$ cat src/rtl/delay_sched_pkg.sv
// Shared types and helpers for the delay slot scheduler and related multi-requester blocks.
// Holds the slot state encoding, default sizing and round-robin pointer arithmetic.
package delay_sched_pkg;

    typedef enum logic [1:0] {
        StIdle = 2'd0,
        StRun  = 2'd1,
        StDone = 2'd2
    } sched_state_t;

    localparam int unsigned DefNReq = 4;
    localparam int unsigned DefCntW = 8;

    // Pointer to the requester after idx, wrapping at n.
    function automatic int unsigned rr_next(input int unsigned idx, input int unsigned n);
        if (idx + 1 >= n) begin
            return 0;
        end
        return idx + 1;
    endfunction

endpackage

$ cat src/rtl/rr_arbiter.sv
// Combinational round-robin arbiter: searches upward from i_ptr with wrap for the first
// active request and returns it one-hot plus as an index. No grant while i_en is low.
module rr_arbiter #(
    parameter int unsigned N_REQ = 4,
    parameter int unsigned IDX_W = $clog2(N_REQ)
) (
    input  logic [N_REQ-1:0] i_req,
    input  logic [IDX_W-1:0] i_ptr,
    input  logic             i_en,
    output logic [N_REQ-1:0] o_gnt,
    output logic [IDX_W-1:0] o_gnt_idx
);

    logic        w_found;
    int unsigned w_idx;

    always_comb begin
        o_gnt     = '0;
        o_gnt_idx = '0;
        w_found   = 1'b0;
        w_idx     = 0;
        if (i_en) begin
            for (int unsigned k = 0; k < N_REQ; k++) begin
                w_idx = (32'(i_ptr) + k) % N_REQ;
                if (!w_found && i_req[w_idx]) begin
                    w_found        = 1'b1;
                    o_gnt[w_idx]   = 1'b1;
                    o_gnt_idx      = IDX_W'(w_idx);
                end
            end
        end
    end

endmodule

$ cat src/rtl/delay_slot_scheduler.sv
// Shares one down-counter among N_REQ requesters: grants one request at a time round-robin,
// counts the requested delay to zero and pulses done to the slot owner.
module delay_slot_scheduler
    import delay_sched_pkg::*;
#(
    parameter int unsigned N_REQ = DefNReq,
    parameter int unsigned CNT_W = DefCntW,
    parameter int unsigned IDX_W = $clog2(N_REQ)
) (
    input  logic                   clk,
    input  logic                   rst_n,
    input  logic [N_REQ-1:0]       i_req_valid,
    input  logic [N_REQ*CNT_W-1:0] i_req_delay,
    output logic [N_REQ-1:0]       o_req_ready,
    input  logic                   i_abort,
    output logic [N_REQ-1:0]       o_done,
    output logic                   o_busy,
    output logic [IDX_W-1:0]       o_owner,
    output logic [CNT_W-1:0]       o_count
);

    sched_state_t     r_state;
    logic [CNT_W-1:0] r_count;
    logic [IDX_W-1:0] r_owner;
    logic [IDX_W-1:0] r_rr_ptr;
    logic [N_REQ-1:0] r_done;
    logic             r_busy;

    logic [N_REQ-1:0] w_gnt;
    logic [IDX_W-1:0] w_gnt_idx;
    logic             w_accept;
    logic [CNT_W-1:0] w_sel_delay;
    logic [IDX_W-1:0] w_next_ptr;
    logic [N_REQ-1:0] w_owner_onehot;

    rr_arbiter #(
        .N_REQ (N_REQ),
        .IDX_W (IDX_W)
    ) u_arb (
        .i_req     (i_req_valid),
        .i_ptr     (r_rr_ptr),
        .i_en      (r_state == StIdle),
        .o_gnt     (w_gnt),
        .o_gnt_idx (w_gnt_idx)
    );

    always_comb begin
        w_sel_delay = '0;
        for (int i = 0; i < int'(N_REQ); i++) begin
            if (w_gnt[i]) begin
                w_sel_delay = i_req_delay[i*CNT_W +: CNT_W];
            end
        end
    end

    assign w_accept       = |(i_req_valid & w_gnt);
    assign w_next_ptr     = IDX_W'(rr_next(32'(w_gnt_idx), N_REQ));
    assign w_owner_onehot = {{(N_REQ-1){1'b0}}, 1'b1} << r_owner;

    always_ff @(posedge clk or negedge rst_n) begin
        if (!rst_n) begin
            r_state  <= StIdle;
            r_count  <= '0;
            r_owner  <= '0;
            r_rr_ptr <= '0;
            r_done   <= '0;
            r_busy   <= 1'b0;
        end else begin
            r_done <= '0;
            unique case (r_state)
                StIdle: begin
                    if (w_accept) begin
                        r_count  <= w_sel_delay;
                        r_owner  <= w_gnt_idx;
                        r_rr_ptr <= w_next_ptr;
                        r_state  <= StRun;
                        r_busy   <= 1'b1;
                    end
                end
                StRun: begin
                    // Abort wins even on the expiry cycle, so no done is issued.
                    if (i_abort) begin
                        r_state <= StIdle;
                        r_busy  <= 1'b0;
                    end else if (r_count != '0) begin
                        r_count <= r_count - 1'b1;
                    end else begin
                        r_state <= StDone;
                        r_done  <= w_owner_onehot;
                    end
                end
                StDone: begin
                    r_state <= StIdle;
                    r_busy  <= 1'b0;
                end
                default: begin
                    r_state <= StIdle;
                    r_busy  <= 1'b0;
                end
            endcase
        end
    end

    assign o_req_ready = w_gnt;
    assign o_done      = r_done;
    assign o_busy      = r_busy;
    assign o_owner     = r_owner;
    assign o_count     = r_count;

`ifdef FORMAL
    logic r_past_valid;
    always_ff @(posedge clk or negedge rst_n) begin
        if (!rst_n) r_past_valid <= 1'b0;
        else        r_past_valid <= 1'b1;
    end

    always_comb begin
        assert ($onehot0(o_req_ready));
        assert ($onehot0(o_done));
    end

    always_ff @(posedge clk) begin
        if (rst_n && r_past_valid && $past(rst_n)) begin
            if (!$past(w_accept)) assert (r_count <= $past(r_count));
            if (|o_done) assert ($past(r_state) == StRun && $past(r_count) == '0);
            cover ($past(r_state) == StRun && $past(i_abort));
        end
    end

    // Accepts granted to others while requester i keeps waiting.
    for (genvar gi = 0; gi < N_REQ; gi++) begin : g_fair
        logic [IDX_W:0] r_wait;
        always_ff @(posedge clk or negedge rst_n) begin
            if (!rst_n) begin
                r_wait <= '0;
            end else if (!i_req_valid[gi] || (w_accept && w_gnt[gi])) begin
                r_wait <= '0;
            end else if (w_accept) begin
                r_wait <= r_wait + 1'b1;
            end
        end
        always_comb assert (32'(r_wait) < N_REQ);
        always_comb cover (o_done[gi]);
    end
`endif

endmodule

$ cat config.mk
export PLATFORM = sky130hd
export DESIGN_NAME = delay_slot_scheduler
export DESIGN_NICKNAME = d
export VERILOG_FILES = /design/src/rtl/delay_sched_pkg.sv /design/src/rtl/rr_arbiter.sv /design/src/rtl/delay_slot_scheduler.sv
export SDC_FILE = /design/constraint.sdc
export NUM_CORES = 1
export LEC_CHECK = 0
export ABC_AREA = 1
export ABC_CLOCK_PERIOD_IN_PS = 2200
export CAP_MARGIN = 20
export CORE_MARGIN = 1
export CORE_UTILIZATION = 43
export DETAILED_ROUTE_END_ITERATION = 8
export PLACE_DENSITY = 0.85
export RECOVER_POWER = 50
export SYNTH_ARGS = -nofsm -noshare
export SYNTH_HDL_FRONTEND = slang
export SYNTH_SLANG_ARGS = --single-unit
$ cat constraint.sdc
create_clock -name clk -period 2.2 [get_ports clk]
set_input_delay 0.44 -clock clk [delete_from_list [all_inputs] [get_ports clk]]
set_output_delay 0.44 -clock clk [all_outputs]
set_load 0.03 [all_outputs]
; ---- Word level (Yosys, flattened, before mapping)
; Cells that the tools add are included.
[word_totals]
register_bits = 19
input_bits = 39
out_inout_bits = 19
wordCells = 104
[classes]
add_sub_neg = 5
order_cmp = 9
eq_ne = 6
n_shift = 1
muxes = 55
bitwise_logic = 4
reduce_logical = 18
[op_table]
columns = operator, n
row1 = $mux 8, 7
row2 = $mux 4, 11
row3 = $mux 2, 9
row4 = $mux 1, 17
row5 = $pmux 8 s2, 1
row6 = $lt 2x3->1 const B, 4
row7 = $or 4x4->4, 3
row8 = $bmux 1 s2, 4
row9 = $demux 1 s2, 4
row10 = $ge 2x1->1 const B, 4
row11 = $ne 2x2->1 const B, 4
row12 = $reduce_bool 8->1, 1
row13 = $sub 8x1->8 const B, 1
row14 = $logic_and 1x1->1, 7
row15 = $reduce_and 2->1, 3
row16 = $add 2x2->2 const B, 2
row17 = $and 4x4->4, 1
row18 = $pmux 2 s2, 1
row19 = $reduce_and 4->1, 1
row20 = $reduce_or 4->1, 1
row21 = $shl 1x2->4 const A, 1
row22 = $add 2x1->3 const B, 1
row23 = $ge 3x3->1 const B, 1
row24 = $logic_not 1->1, 3
row25 = other kinds (6), 6

; ---- Logic depth before layout (Yosys ltp)
[depth]
word_depth = 22
depth_mapped = 18

; ---- Hierarchy
; Synthesis repeated with hierarchy kept, for this count alone.
[unflattened]
hier_cells = 300
hier_area_um2 = 1901.8
[modules_own_cells]
columns = mod, instances, cells_per_inst, area_each_um2, seq_area_each_um2
row1 = delay_slot_scheduler, 1, 212, 1361.3, 475.5
row2 = rr_arbiter, 1, 88, 540.5, 0.0

; ---- Worst setup path before layout
; Ideal clock, no wire load.
[synth_timing]
path_kind = reg-to-output
startpoint = register r_rr_ptr[1]
endpoint = output port o_req_ready[3]
arrival_time_ns = 2.095
required_time_ns = 1.760
setup_slack_ns = -0.335
path_stages_with_launch = 12
path_buffers = 1
path_cell_list = dfrtp_1 inv_1 ha_1 inv_1 nand3_1 nand2_1 nor2_8 nand3_1 nand3_1 nand2_2 buf_2 inv_1
[synth_via]
elab_chain_len = 16
word_cells_on_any_way = 54
classes_between = 3 x add/sub / 8 x order compare / 30 x mux / 3 x bitwise / 10 x reduce/logical
[synth_rtl]
columns = element, line
row1 = start: declaration, delay_slot_scheduler.sv:25  ; logic [IDX_W-1:0] r_rr_ptr;
row2 = start signal: assignment, delay_slot_scheduler.sv:75  ; r_rr_ptr <= w_next_ptr;
row3 = branches (longest 14 deep; another with $lt 2x3->1), -
row4 = $mux 4 *, rr_arbiter.sv:25  ; if (!w_found && i_req[w_idx]) begin
row5 = $mux 4 *, rr_arbiter.sv:22  ; if (i_en) begin
row6 = end: declaration, delay_slot_scheduler.sv:14  ; output logic [N_REQ-1:0] o_req_ready,
; Mark *: on every way between the ends. The select of a mux whose other input is x is not followed.

; ---- Final worst setup path
[layout_timing]
startpoint = register r_rr_ptr[0]
endpoint = output port o_req_ready[3]
; The elaborated chain is that of the path after synthesis.

==> results.toml <==
[outcome]
status = "finished, violations left"
violations = "setup timing"

[cts]
numCtsBuffers = 3
clock_sink_count = 19
clk_latency_ps = 270
clock-root-buffer = "sky130_fd_sc_hd__clkbuf_8"
hold_buffers = 0
cts_tree = "built"
cts-root-to-sink-buffers = 2
htree_num_levels = 1
worst_setup_hold_path_clk_slew_ps = 70

[synthesis]
synthDistinctLibCells = 32
synthesis.area_per_instance_um2 = 6.38
synth_area_leader_cell = "sky130_fd_sc_hd__dfrtp_1"
synth_top_flop_cell = "sky130_fd_sc_hd__dfrtp_1"
synth_warnings = 0
synth_top_area_share = 0.243
synth_sequential_area_ratio = 0.243
synth-edff-count = 0
postSynth.asyncResetShare = 1.00
synthesis.instances = 306
yosys.cell_count.top_type = "sky130_fd_sc_hd__nand2_1"
synth_top_cells_by_area = "sky130_fd_sc_hd__dfrtp_1, sky130_fd_sc_hd__nand2_1, sky130_fd_sc_hd__inv_1"
syn_nets = 354
synth_seq_cells = 19
post_synth_instance_area_um2 = 1950
synthTopCellsByCount = "sky130_fd_sc_hd__nand2_1, sky130_fd_sc_hd__inv_1, sky130_fd_sc_hd__nand3_1, sky130_fd_sc_hd__nor2_1, sky130_fd_sc_hd__a21oi_1"

[floorplan]
initial_utilization = 0.449
floorplan.die.height_um = 69.4
core.rowCount = 24
fp.coreArea_um2 = 4350
dieArea_um2 = 4820
die_width_um = 69.4
floorplan.io_pins = 58

[global_routing]
antenna_found_initial = 0
grt_start_max_net_pins = 20
grt_pass1_vias = 2374
wire_length_of_the_first_global_routing_pass_mm = 11.0
globalRouteOverflowTotal = 0
overall_global_routing_resource_usage = 0.285

[routing]
overall_via_count_from_detail_route = 2537
dr.max_layer_used = "met4"
routed_via_density = 5.48
met3WireLength_um = 305
drt_drc_violations_left = 0
dr.pass1.iters = 4
dr_wl_met2_mm = 3.65
routed_wire_length_per_instance_um = 15.2
met1_length_mm = 2.80
antenna_violating_nets_remaining = 0
wirelength_mm = 7.05
drt-initial-drc-count = 251

[critical_path]
maximum_cell_stage_delay_along_the_critical_path_ps = 450
crit_slowest_cell = "sky130_fd_sc_hd__dfrtp_2"
critical_path.cell_chain = "buf_6, nand2_1, nand3_4, nand2_8, nor2_4, a21boi_2, nand3_2, nand2_4, clkinvlp_4, buf_6"
worst_setup_path_end_kind = "primary output"
regToRegSetupSlack_ps = -200
rr_worst_depth = 15
worst_flop_to_flop_path_endpoint = "o_count[7]"
critPathKind = "flop to primary output"
startpoint_type = "flop"
critPathMostFrequentCell = "sky130_fd_sc_hd__buf_6"
worst_ep_arrival_time_ps = 2000
cp_max_fo = 13
crit_start = "r_rr_ptr[0]"
r2r_start = "r_rr_ptr[0]"
required_time_at_the_worst_slack_endpoint_ps = 1760

[timing]
finalCritPeriodShare = 1.11
report.final.setup_viol = 18
unrepaired_setup_endpoints_after_global_routing = "true"
slew_headroom = 0.333
timing.clock.skew_ps = 6.43
layout_min_cycle_time_ps = 2440
hold_viol_final = 0
setup_ws_ps = -241
worstMarginPinSlew_ps = 1000
fin_hold_ws_ps = 528
count_of_final_max_slew_check_failures = 0
max_freq_mhz = 410

[cells_and_area]
final_nets = 460
number_of_antenna_cells_inserted = 0
area_growth_pct = 69.7
layout-drive-gt1-share = 0.319
fin_cells = 463

[hold_path]
hold_path.class = "flop to flop"
hold_path.startpoint = "o_owner[0]"
worstHoldEndpoint = "o_done[0]"
cell_count_of_the_worst_hold_path = 1

[run]
cap_viol_max_count = 0

[placed_design]
count_of_input_and_output_buffers = 57
place.detailed.instances = 433
gp_routability_congestion = 1.02
dpl.hpwl_mm = 4.31
## logic make-up after synthesis
| logic type | share of synthesized area |
|---|---|
| compound gates | 0.129 |
| flops | 0.243 |
| simple gates | 0.448 |
| xor+xnor | 0.00449 |
| fa+ha+maj | 0.0577 |
| buf+inv | 0.117 |
## final cells by class
cell class	count	area, um2
tap	52	65.1
clock buffer	3	41.3
timing repair buffer	106	1020
fill	304	1040
clock inverter	1	5.00
sequential	19	478
multi-input combinational	236	1500
inverter	46	201
## critical path, delay by kind of cell, from the launching register on
family	cells	cell delay [ps]
flip-flops	1	450
buffers and inverters	3	430
AND/OR/NAND/NOR	6	670
AO/OA/AOI/OAI	1	180
## state kept, by name, indices dropped and copies added, names as in the netlist
register	cells
r_state	2
o_owner	2
o_count	8
r_rr_ptr	2
o_busy	1
o_done	4
## stage by stage
step	utilization	TNS, ps	cell area [um2]	worst slack (ps)
after floorplan	-	-75.6	2040	-50.6
after global placement	0.649	-5310	2820	-361
after detailed placement	0.649	-6160	2820	-447
after CTS	0.727	-1350	3170	-185
after global routing	0.761	-4460	3310	-319
final	0.761	-2740	3310	-241
## cell usage in the layout (no fill, tap or decap), drive strengths merged, types with 9 or more instances in the layout
cell type / n
nand2: 102
buf: 52
clkdlybuf4s50: 48
inv: 44
nand3: 37
nor2: 30
a21oi: 23
dfrtp: 19
o21ai: 17
ha: 9
## what timing repair did
item,4_1_cts,5_1_grt
gates cloned,2,1
setup endpoints to repair,14,20
buffers inserted,13,10
pin swaps,16,10
resized for setup,51,18
## routing by layer
metal	vias up	global-route usage
li1	1190	-
met1	1213	0.330
met2	105	0.507
met3	29	0.0247
met4	0	0.168
met5	-	0
## worst max-delay path by stage
stage          slack [ps]  depth (start not counted)              to
2_1_floorplan         -50                         12  o_req_ready[3]
3_3_place_gp         -360                         17      o_count[5]
3_5_place_dp         -450                         17      o_count[4]
4_1_cts              -180                         11  o_req_ready[3]
5_1_grt              -320                         11  o_req_ready[0]
6_report             -240                         10  o_req_ready[3]
Power is left out: the tool's default activity adds up to more than one toggle a clock period on the data nets, which glitch-free logic cannot reach.
